## config.mk

```make
export PLATFORM = sky130hd
export DESIGN_NAME = addsub_nibble_seq
export DESIGN_NICKNAME = d
export VERILOG_FILES = /design/src/rtl/addsub_nibble_seq.sv
export SDC_FILE = /design/constraint.sdc
export NUM_CORES = 1
export LEC_CHECK = 0
export BUFFER_PORTS_ARGS = -buffer_cell sky130_fd_sc_hd__buf_2
export CAP_MARGIN = 20
export CORE_ASPECT_RATIO = 1.4
export CORE_MARGIN = 5
export CORE_UTILIZATION = 41
export DETAILED_ROUTE_END_ITERATION = 10
export HOLD_SLACK_MARGIN = 0.08
export PLACE_DENSITY = 0.68
export SYNTH_ARGS = -nofsm -noshare
export SYNTH_HDL_FRONTEND = slang
export SYNTH_SLANG_ARGS = --single-unit
```

## constraint.sdc

```tcl
create_clock -name clk -period 3 [get_ports clk]
set_input_delay 0 -clock clk [delete_from_list [all_inputs] [get_ports clk]]
set_output_delay 0 -clock clk [all_outputs]
set_load 0.05 [all_outputs]
```

## src/rtl/addsub_nibble_seq.sv

```systemverilog
// Wide add/subtract sequencer: streams WIDTH-bit operands through one shared
// 4-bit adder/subtractor slice, LSB nibble first, carry chained in a register.
module addsub_nibble_seq #(
    parameter int  NIBBLES = 4,
    localparam int WIDTH   = 4 * NIBBLES
) (
    input  logic             clk,
    input  logic             reset,
    input  logic             start_valid,
    output logic             start_ready,
    input  logic [WIDTH-1:0] op_a,
    input  logic [WIDTH-1:0] op_b,
    input  logic             op_sub,
    output logic             done_valid,
    input  logic             done_ready,
    output logic [WIDTH-1:0] result,
    output logic             carry_out,
    output logic             overflow,
    output logic [3:0]       au_in1,
    output logic [3:0]       au_in2,
    output logic             au_carry_in,
    output logic             au_control,
    input  logic [3:0]       au_out,
    input  logic             au_carry_out
);

    typedef enum logic [1:0] {
        S_IDLE = 2'd0,
        S_RUN  = 2'd1,
        S_DONE = 2'd2
    } state_t;

    localparam logic [3:0] LAST_IDX = 4'(NIBBLES - 1);

    state_t           r_state;
    state_t           w_next;
    logic [WIDTH-1:0] r_a;
    logic [WIDTH-1:0] r_b;
    logic             r_sub;
    logic [3:0]       r_idx;
    logic             r_creg;
    logic [WIDTH-1:0] r_result;
    logic             r_carry;
    logic             r_ovf;
    logic             w_accept;
    logic             w_last;
    logic             w_ovf;

    assign w_accept = (r_state == S_IDLE) && start_valid;
    assign w_last   = (r_idx == LAST_IDX);
    // Signed overflow: operands (after subtract inversion) agree in sign but the sum's sign differs.
    assign w_ovf    = (r_a[WIDTH-1] == (r_b[WIDTH-1] ^ r_sub)) && (au_out[3] != r_a[WIDTH-1]);

    assign result    = r_result;
    assign carry_out = r_carry;
    assign overflow  = r_ovf;

    always_ff @(posedge clk) begin
        if (reset) begin
            r_state <= S_IDLE;
        end else begin
            r_state <= w_next;
        end
    end

    always_comb begin
        w_next      = r_state;
        start_ready = 1'b0;
        done_valid  = 1'b0;
        au_in1      = 4'd0;
        au_in2      = 4'd0;
        au_carry_in = 1'b0;
        au_control  = 1'b0;
        case (r_state)
            S_IDLE: begin
                start_ready = 1'b1;
                if (start_valid) begin
                    w_next = S_RUN;
                end
            end
            S_RUN: begin
                au_in1      = r_a[4*r_idx +: 4];
                au_in2      = r_b[4*r_idx +: 4];
                au_carry_in = r_creg;
                au_control  = r_sub;
                if (w_last) begin
                    w_next = S_DONE;
                end
            end
            S_DONE: begin
                done_valid = 1'b1;
                if (done_ready) begin
                    w_next = S_IDLE;
                end
            end
            default: w_next = S_IDLE;
        endcase
    end

    always_ff @(posedge clk) begin
        if (reset) begin
            r_a      <= '0;
            r_b      <= '0;
            r_sub    <= 1'b0;
            r_idx    <= 4'd0;
            r_creg   <= 1'b0;
            r_result <= '0;
            r_carry  <= 1'b0;
            r_ovf    <= 1'b0;
        end else if (w_accept) begin
            // Carry-in of the first pass is the +1 of two's-complement subtraction.
            r_a    <= op_a;
            r_b    <= op_b;
            r_sub  <= op_sub;
            r_idx  <= 4'd0;
            r_creg <= op_sub;
        end else if (r_state == S_RUN) begin
            r_result[4*r_idx +: 4] <= au_out;
            r_creg                 <= au_carry_out;
            r_idx                  <= r_idx + 4'd1;
            if (w_last) begin
                r_carry <= au_carry_out;
                r_ovf   <= w_ovf;
            end
        end
    end

endmodule

```

==> impl_metrics.csv, run 1 <==
group,metric,value,unit
logic_synthesis,ys_ff_latch,58,
power_and_ir_drop,pwr-share-clk,37.5,%
sta,skew,0.00647,ns
clock_network,cts.sinks,58,
placed_design,detailed_place.area,2990,µm²
logic_synthesis,synthesis.nets,340,
floorplanning,core-area,6210,µm²
grt,antenna_found_initial,0,
logic_synthesis,ys_top_cells_by_area,"dfxtp_1 45%, nand2_1 11%, a21oi_1 6.9%, mux4_2 6.9%, mux2i_1 4.2%",
logic_synthesis,ys_seq_area_share,44.7,%
sta,finalMaxSlewViolations,0,
final_layout,diodes,0,
min_path,hold_path_class,"input port to flop",
final_layout,area_growth,38.4,%
run,maxCapViolCount,0,
routing,ant_nets,0,
clock_network,cts_tree,"yes",
logic_synthesis,synth_edf_count,0,
clock_network,clockBufferDepth,2,
clock_network,cts_setup_buffers,0,
routing,dr_wl_met2,3330,µm
sta,setup_tns,0,ns
sta,rsz0062_at_grt,"false",
floorplanning,ios,72,
floorplanning,die_area,8050,µm²
sta,worst_pin_slew,0.591,ns
logic_synthesis,yosys.area_share.adder,1.45,%
logic_synthesis,synthCells,295,
floorplanning,placementRows,34,
critical_path,critPathKind,"flop to flop",
sta,fin_crit_sh,85.4,%
power_and_ir_drop,internal-power,1.30,mW
power_and_ir_drop,p_per_area,487,nW/µm²
clock_network,clk_pin_slew,0.07,ns
routing,met3_length,455,µm
routing,vias,2443,
critical_path,crit_path_end_kind,"flop",
logic_synthesis,synth_area,2600,µm²
final_layout,drive_gt1_share,26.6,%
sta,final_hold_viol_count,0,
final_layout,post-route-cell-area,3590,µm²
clock_network,postCtsHoldBufs,42,
power_and_ir_drop,power,1.75,mW
routing,via_per_inst,5.07,
power_and_ir_drop,combinationalPowerShare,15.5,%
logic_synthesis,synth_top_area_cell,"dfxtp_1",
logic_synthesis,ys_types,35,
floorplanning,die_x,77.3,µm
sta,finalCriticalPeriod,2.56,ns
clock_network,h-tree-depth,3,
power_and_ir_drop,switchingPower,451,µW
critical_path,critPathMaxStageDelay,0.49,ns
placed_design,numPortBuffers,71,
critical_path,worstPathCellList,"or3_2 > ha_1 > nor4bb_1 > nand4_1 > a21oi_1 > mux2i_1",
critical_path,arrival,2.82,ns
logic_synthesis,yosys.area_share.simple,26.8,%
routing,wire_per_inst,13.8,µm
routing,route.detailed.drc,0,
sta,setup_viol,0,
final_layout,fin_nets,450,
clock_network,cts_made_buffers,9,
routing,wl_met1,2740,µm
logic_synthesis,synth_top_family_by_area,"simple AND/OR/NAND/NOR gates",
outcome,outcome,"finished clean",
critical_path,required,3.26,ns
power_and_ir_drop,leakage,1.54,nW
clock_network,post_cts_resized,0,
clock_network,clock_latency,0.34,ns
critical_path,critPathLaunchType,"flop",
grt,grt_pass1_wl,11100,µm
sta,max_freq,0.391,GHz
grt,overflow,0,
logic_synthesis,synth_xor_area_share,1.69,%
logic_synthesis,synth_compound_area_share,9.83,%
floorplanning,die_h,104,µm
routing,firstDrtPassIters,5,
floorplanning,start_util,41.8,%
logic_synthesis,async_flop_share,0,%
placed_design,gp_congestion,0.852,
grt,grt_pass1_vias,2421,
power_and_ir_drop,ir_worst_vdd,0.000276,V
logic_synthesis,synth-main-ff-cell,"dfxtp_1",
clock_network,cts_root_buffer,"clkbuf_8",
critical_path,cpMaxStageDelayCell,"nor4bb_1",
logic_synthesis,yosysTopAreaCellShare,44.7,%
power_and_ir_drop,power.share.switching,25.8,%
grt,grtUsageTotal,17.2,%
power_and_ir_drop,seq_power_share,47.0,%
placed_design,place_hpwl,4290,µm
grt,grt_max_degree,63,
routing,routed.top_layer,"met4",
logic_synthesis,syn_avg_cell_area,8.80,µm²
logic_synthesis,synth.area.mux_share,11.2,%
routing,drt_iter0_drc,128,
logic_synthesis,ys_warn_count,0,
critical_path,critPathMaxFanout,6,
sta,max-slew-margin-rel,60.6,%
routing,wirelength,6660,µm
==> flip-flops by register name, indices dropped and copies added (netlist names) <==
name and count:
r_sub 1, r_state 2, overflow 1, result 16, carry_out 1, r_a 16, r_creg 1, r_idx 4
r_b 16
==> power by group through the flow <==
stage | clock network [mW] | registers, mW | logic [mW]
finish | 0.656 | 0.821 | 0.271
global route | 0.714 | 0.825 | 0.296
CTS | 0.677 | 0.821 | 0.271
detailed placement | 0 | 0.838 | 0.229
global placement | 0 | 0.836 | 0.226
floorplan | 0 | 0.847 | 0.155
==> layout by cell type, fill, tap and decap left out, types with 9 or more instances in the layout <==
cell / n
dfxtp_1: 58
a21oi_1: 36
mux2i_1: 11
clkbuf_8: 12
nand2_1: 73
dlygate4sd3_1: 42
buf_2: 71
o21ai_0: 9
==> final timing paths <==
path              slack (ns)             startpoint  cells past startpoint                     end
hold / removal          0.45                op_b[0]                      4     r_b[0]$_SDFFE_PP0P_
hold reg to reg         0.45   r_b[10]$_SDFFE_PP0P_                      2    r_b[10]$_SDFFE_PP0P_
setup / recovery        0.44  r_idx[2]$_SDFFE_PP0P_                      6  result[9]$_SDFFE_PP0P_
setup reg to reg        0.44  r_idx[2]$_SDFFE_PP0P_                      6  result[9]$_SDFFE_PP0P_
==> routing by layer <==
| metal | vias up | track usage (%) |
|---|---|---|
| li1 | 1230 | - |
| met1 | 1124 | 18.8 |
| met2 | 79 | 28.6 |
| met3 | 10 | 6.41 |
| met4 | 0 | 8.85 |
| met5 | - | 0 |
==> cell usage after synthesis (2+ instances only) <==
cell type	count
dfxtp_1	58
nor3_1	5
xnor2_1	3
nand2_1	73
and2_1	3
o21ai_0	9
nor2b_1	4
or2b_1	2
nand3b_1	8
and3_1	8
or2b_2	6
nor2_1	6
nand2b_1	8
mux2i_1	11
nand4_1	3
ha_1	3
clkbuf_1	16
a21oi_1	36
nand3_1	8
mux4_2	8
inv_1	2
xor2_1	2
==> cell type report <==
type                            instances  area, µm²
Clock buffer                           14        173
Clock inverter                          2       10.0
Fill cell                             563       2620
Inverter                                2       7.51
Multi-Input combinational cell        214       1320
Sequential cell                        58       1160
Tap cell                               72       90.1
Timing Repair Buffer                  120        828
==> kinds of logic (layout without fill, tap and decap cells) <==
family / count (synthesis) / after routing
fa+ha+maj: 3 / 3
buf+inv: 23 / 138
simple gates: 139 / 139
compound gates: 48 / 48
mux: 19 / 19
flops: 58 / 58
xor+xnor: 5 / 5
==> per-stage QoR <==
step	std cells	setup WS [ns]	hold WS (ns)	util [%]
2_1_floorplan	295	0.366	0.136	-
3_3_place_gp	424	0.616	0.242	48.1
3_5_place_dp	424	0.528	0.248	48.1
4_1_cts	482	0.495	0.426	57.8
5_1_grt	482	0.210	0.444	57.8
6_report	482	0.439	0.445	57.8
==> worst max-delay path: cells and delay by family, from the launching register on <==
kind,cells,cell delay [ns]
AOI/OAI and AO/OA,1,0.44
adders and majority gates,1,0.35
DFF,1,0.36
muxes,1,0.26
and+or+nand+nor,3,1.06
No activity file was read; power rests on OpenSTA's default activity.
==> run 2, diff against run 1 <==
- CORE_MARGIN: 5 -> unset
- TNS_END_PERCENT: unset -> 1
==> impl_metrics.csv, run 2 (synthesized netlist as in run 1, its figures left out) <==
group,metric,value,unit
outcome,outcome,"finished clean",
power_and_ir_drop,internal-power,1.30,mW
sta,setup_tns,0,ns
power_and_ir_drop,combinationalPowerShare,15.8,%
critical_path,path_delay_family,"simple AND/OR/NAND/NOR gates",
final_layout,register_area,1160,µm²
clock_network,cts_setup_buffers,0,
critical_path,arrival,2.86,ns
sta,finalMaxSlewViolations,0,
floorplanning,die_h,96.2,µm
routing,route.detailed.drc,0,
min_path,hold_path_class,"input port to flop",
floorplanning,placementRows,33,
final_layout,final_cell_count_no_fill,480,
clock_network,cts_made_buffers,9,
final_layout,multi_input_area,1320,µm²
sta,setup_viol,0,
routing,ant_nets,0,
sta,max-slew-margin-rel,43.0,%
clock_network,postCtsHoldBufs,42,
critical_path,cpMaxStageDelayCell,"nor4bb_1",
power_and_ir_drop,ir_worst_vdd,0.000255,V
routing,vias,2417,
routing,wire_per_inst,13.2,µm
routing,via_per_inst,5.04,
clock_network,cts_tree,"yes",
sta,finalCriticalPeriod,2.60,ns
run,maxCapViolCount,0,
sta,fin_crit_sh,86.6,%
clock_network,post_cts_resized,0,
power_and_ir_drop,p_per_area,485,nW/µm²
critical_path,worstPathCellList,"or3_2 > ha_1 > nor4bb_1 > nand4_1 > a21oi_1 > mux2i_1",
sta,skew,0.00598,ns
grt,grtUsageTotal,20.0,%
placed_design,numPortBuffers,71,
placed_design,place_hpwl,4000,µm
floorplanning,die_x,69.3,µm
power_and_ir_drop,seq_power_share,46.9,%
placed_design,gp_congestion,0.790,
critical_path,critPathKind,"flop to flop",
critical_path,critPathLaunchType,"flop",
critical_path,crit_path_end_kind,"flop",
routing,wirelength,6350,µm
clock_network,h-tree-depth,3,
floorplanning,start_util,43.4,%
grt,grt_pass1_wl,10400,µm
sta,final_hold_viol_count,0,
grt,grt_pass1_vias,2339,
sta,rsz0062_at_grt,"false",
floorplanning,core-area,5990,µm²
final_layout,nFillCells,509,
critical_path,required,3.26,ns
final_layout,final_cell_mix,"73 x nand2_1, 71 x buf_2, 58 x dfxtp_1",
grt,grt_max_degree,63,
power_and_ir_drop,power.share.switching,25.8,%
clock_network,clock_latency,0.33,ns
floorplanning,ios,72,
final_layout,fin_nets,450,
critical_path,critPathMaxFanout,6,
power_and_ir_drop,switchingPower,452,µW
critical_path,critPathMaxStageDelay,0.51,ns
placed_design,place_inst,421,
floorplanning,die_area,6660,µm²
sta,worst_pin_slew,0.856,ns
clock_network,cts.sinks,58,
final_layout,drive_gt1_share,26.6,%
routing,drt_iter0_drc,71,
power_and_ir_drop,pwr-share-clk,37.4,%
routing,firstDrtPassIters,4,
grt,antenna_found_initial,0,
critical_path,path_buf_inv,0,
final_layout,area_growth,39.0,%
clock_network,cts_root_buffer,"clkbuf_8",
clock_network,clockBufferDepth,2,
power_and_ir_drop,leakage,1.55,nW
clock_network,clk_pin_slew,0.06,ns
sta,max_freq,0.385,GHz
final_layout,diodes,0,
final_layout,final_common_cell,"nand2_1",
grt,overflow,0,
-- run 2: layout make-up --
class / instances / area share, %
multi-input combinational: 214 / 36.6
sequential: 58 / 32.2
timing repair buffer: 120 / 23.5
clock buffer: 14 / 4.78
tap: 70 / 2.43
clock inverter: 2 / 0.277
inverter: 2 / 0.208
-- run 2: stage by stage --
step	utilization (%)	total power, mW	cell area (µm²)	hold WS [ns]	worst slack (ns)
6_report	60.3	1.75	3610	0.449	0.401
5_1_grt	60.3	1.83	3610	0.463	0.289
4_1_cts	59.8	1.76	3580	0.436	0.449
3_5_place_dp	49.8	1.06	2980	0.245	0.485
3_3_place_gp	49.8	1.06	2980	0.241	0.592
2_1_floorplan	-	1.00	2600	0.136	0.366
-- run 2: worst reg2reg max path, cell delays in order, from the launching register on --
cell	delay, ns
dfxtp_1	0.37
or3_2	0.44
ha_1	0.35
nor4bb_1	0.51
nand4_1	0.16
a21oi_1	0.46
mux2i_1	0.24
-- run 2: layer usage --
metal | vias to the layer above | GRT usage [%] | routed length [µm]
li1 | 1226 | - | -
met1 | 1118 | 22.7 | 2830
met2 | 63 | 36.7 | 3230
met3 | 10 | 3.04 | 194
met4 | 0 | 9.86 | 97
met5 | - | 0 | 0
-- run 2: worst paths after layout --
| path | cells past startpoint | slack [ns] | end | start |
|---|---|---|---|---|
| worst max-delay path | 6 | 0.40 | result[11]$_SDFFE_PP0P_ | r_idx[2]$_SDFFE_PP0P_ |
| worst min-delay path | 4 | 0.45 | r_b[10]$_SDFFE_PP0P_ | op_b[10] |
| worst max register to register | 6 | 0.40 | result[11]$_SDFFE_PP0P_ | r_idx[2]$_SDFFE_PP0P_ |
| worst min register to register | 2 | 0.45 | r_a[12]$_SDFFE_PP0P_ | r_a[12]$_SDFFE_PP0P_ |
-- run 2: power by group through the flow --
| stage | sequential, mW | clock [mW] | combinational [mW] |
|---|---|---|---|
| 2_1_floorplan | 0.847 | 0 | 0.155 |
| 3_3_place_gp | 0.836 | 0 | 0.225 |
| 3_5_place_dp | 0.838 | 0 | 0.227 |
| 4_1_cts | 0.821 | 0.667 | 0.269 |
| 5_1_grt | 0.824 | 0.709 | 0.301 |
| 6_report | 0.821 | 0.655 | 0.276 |
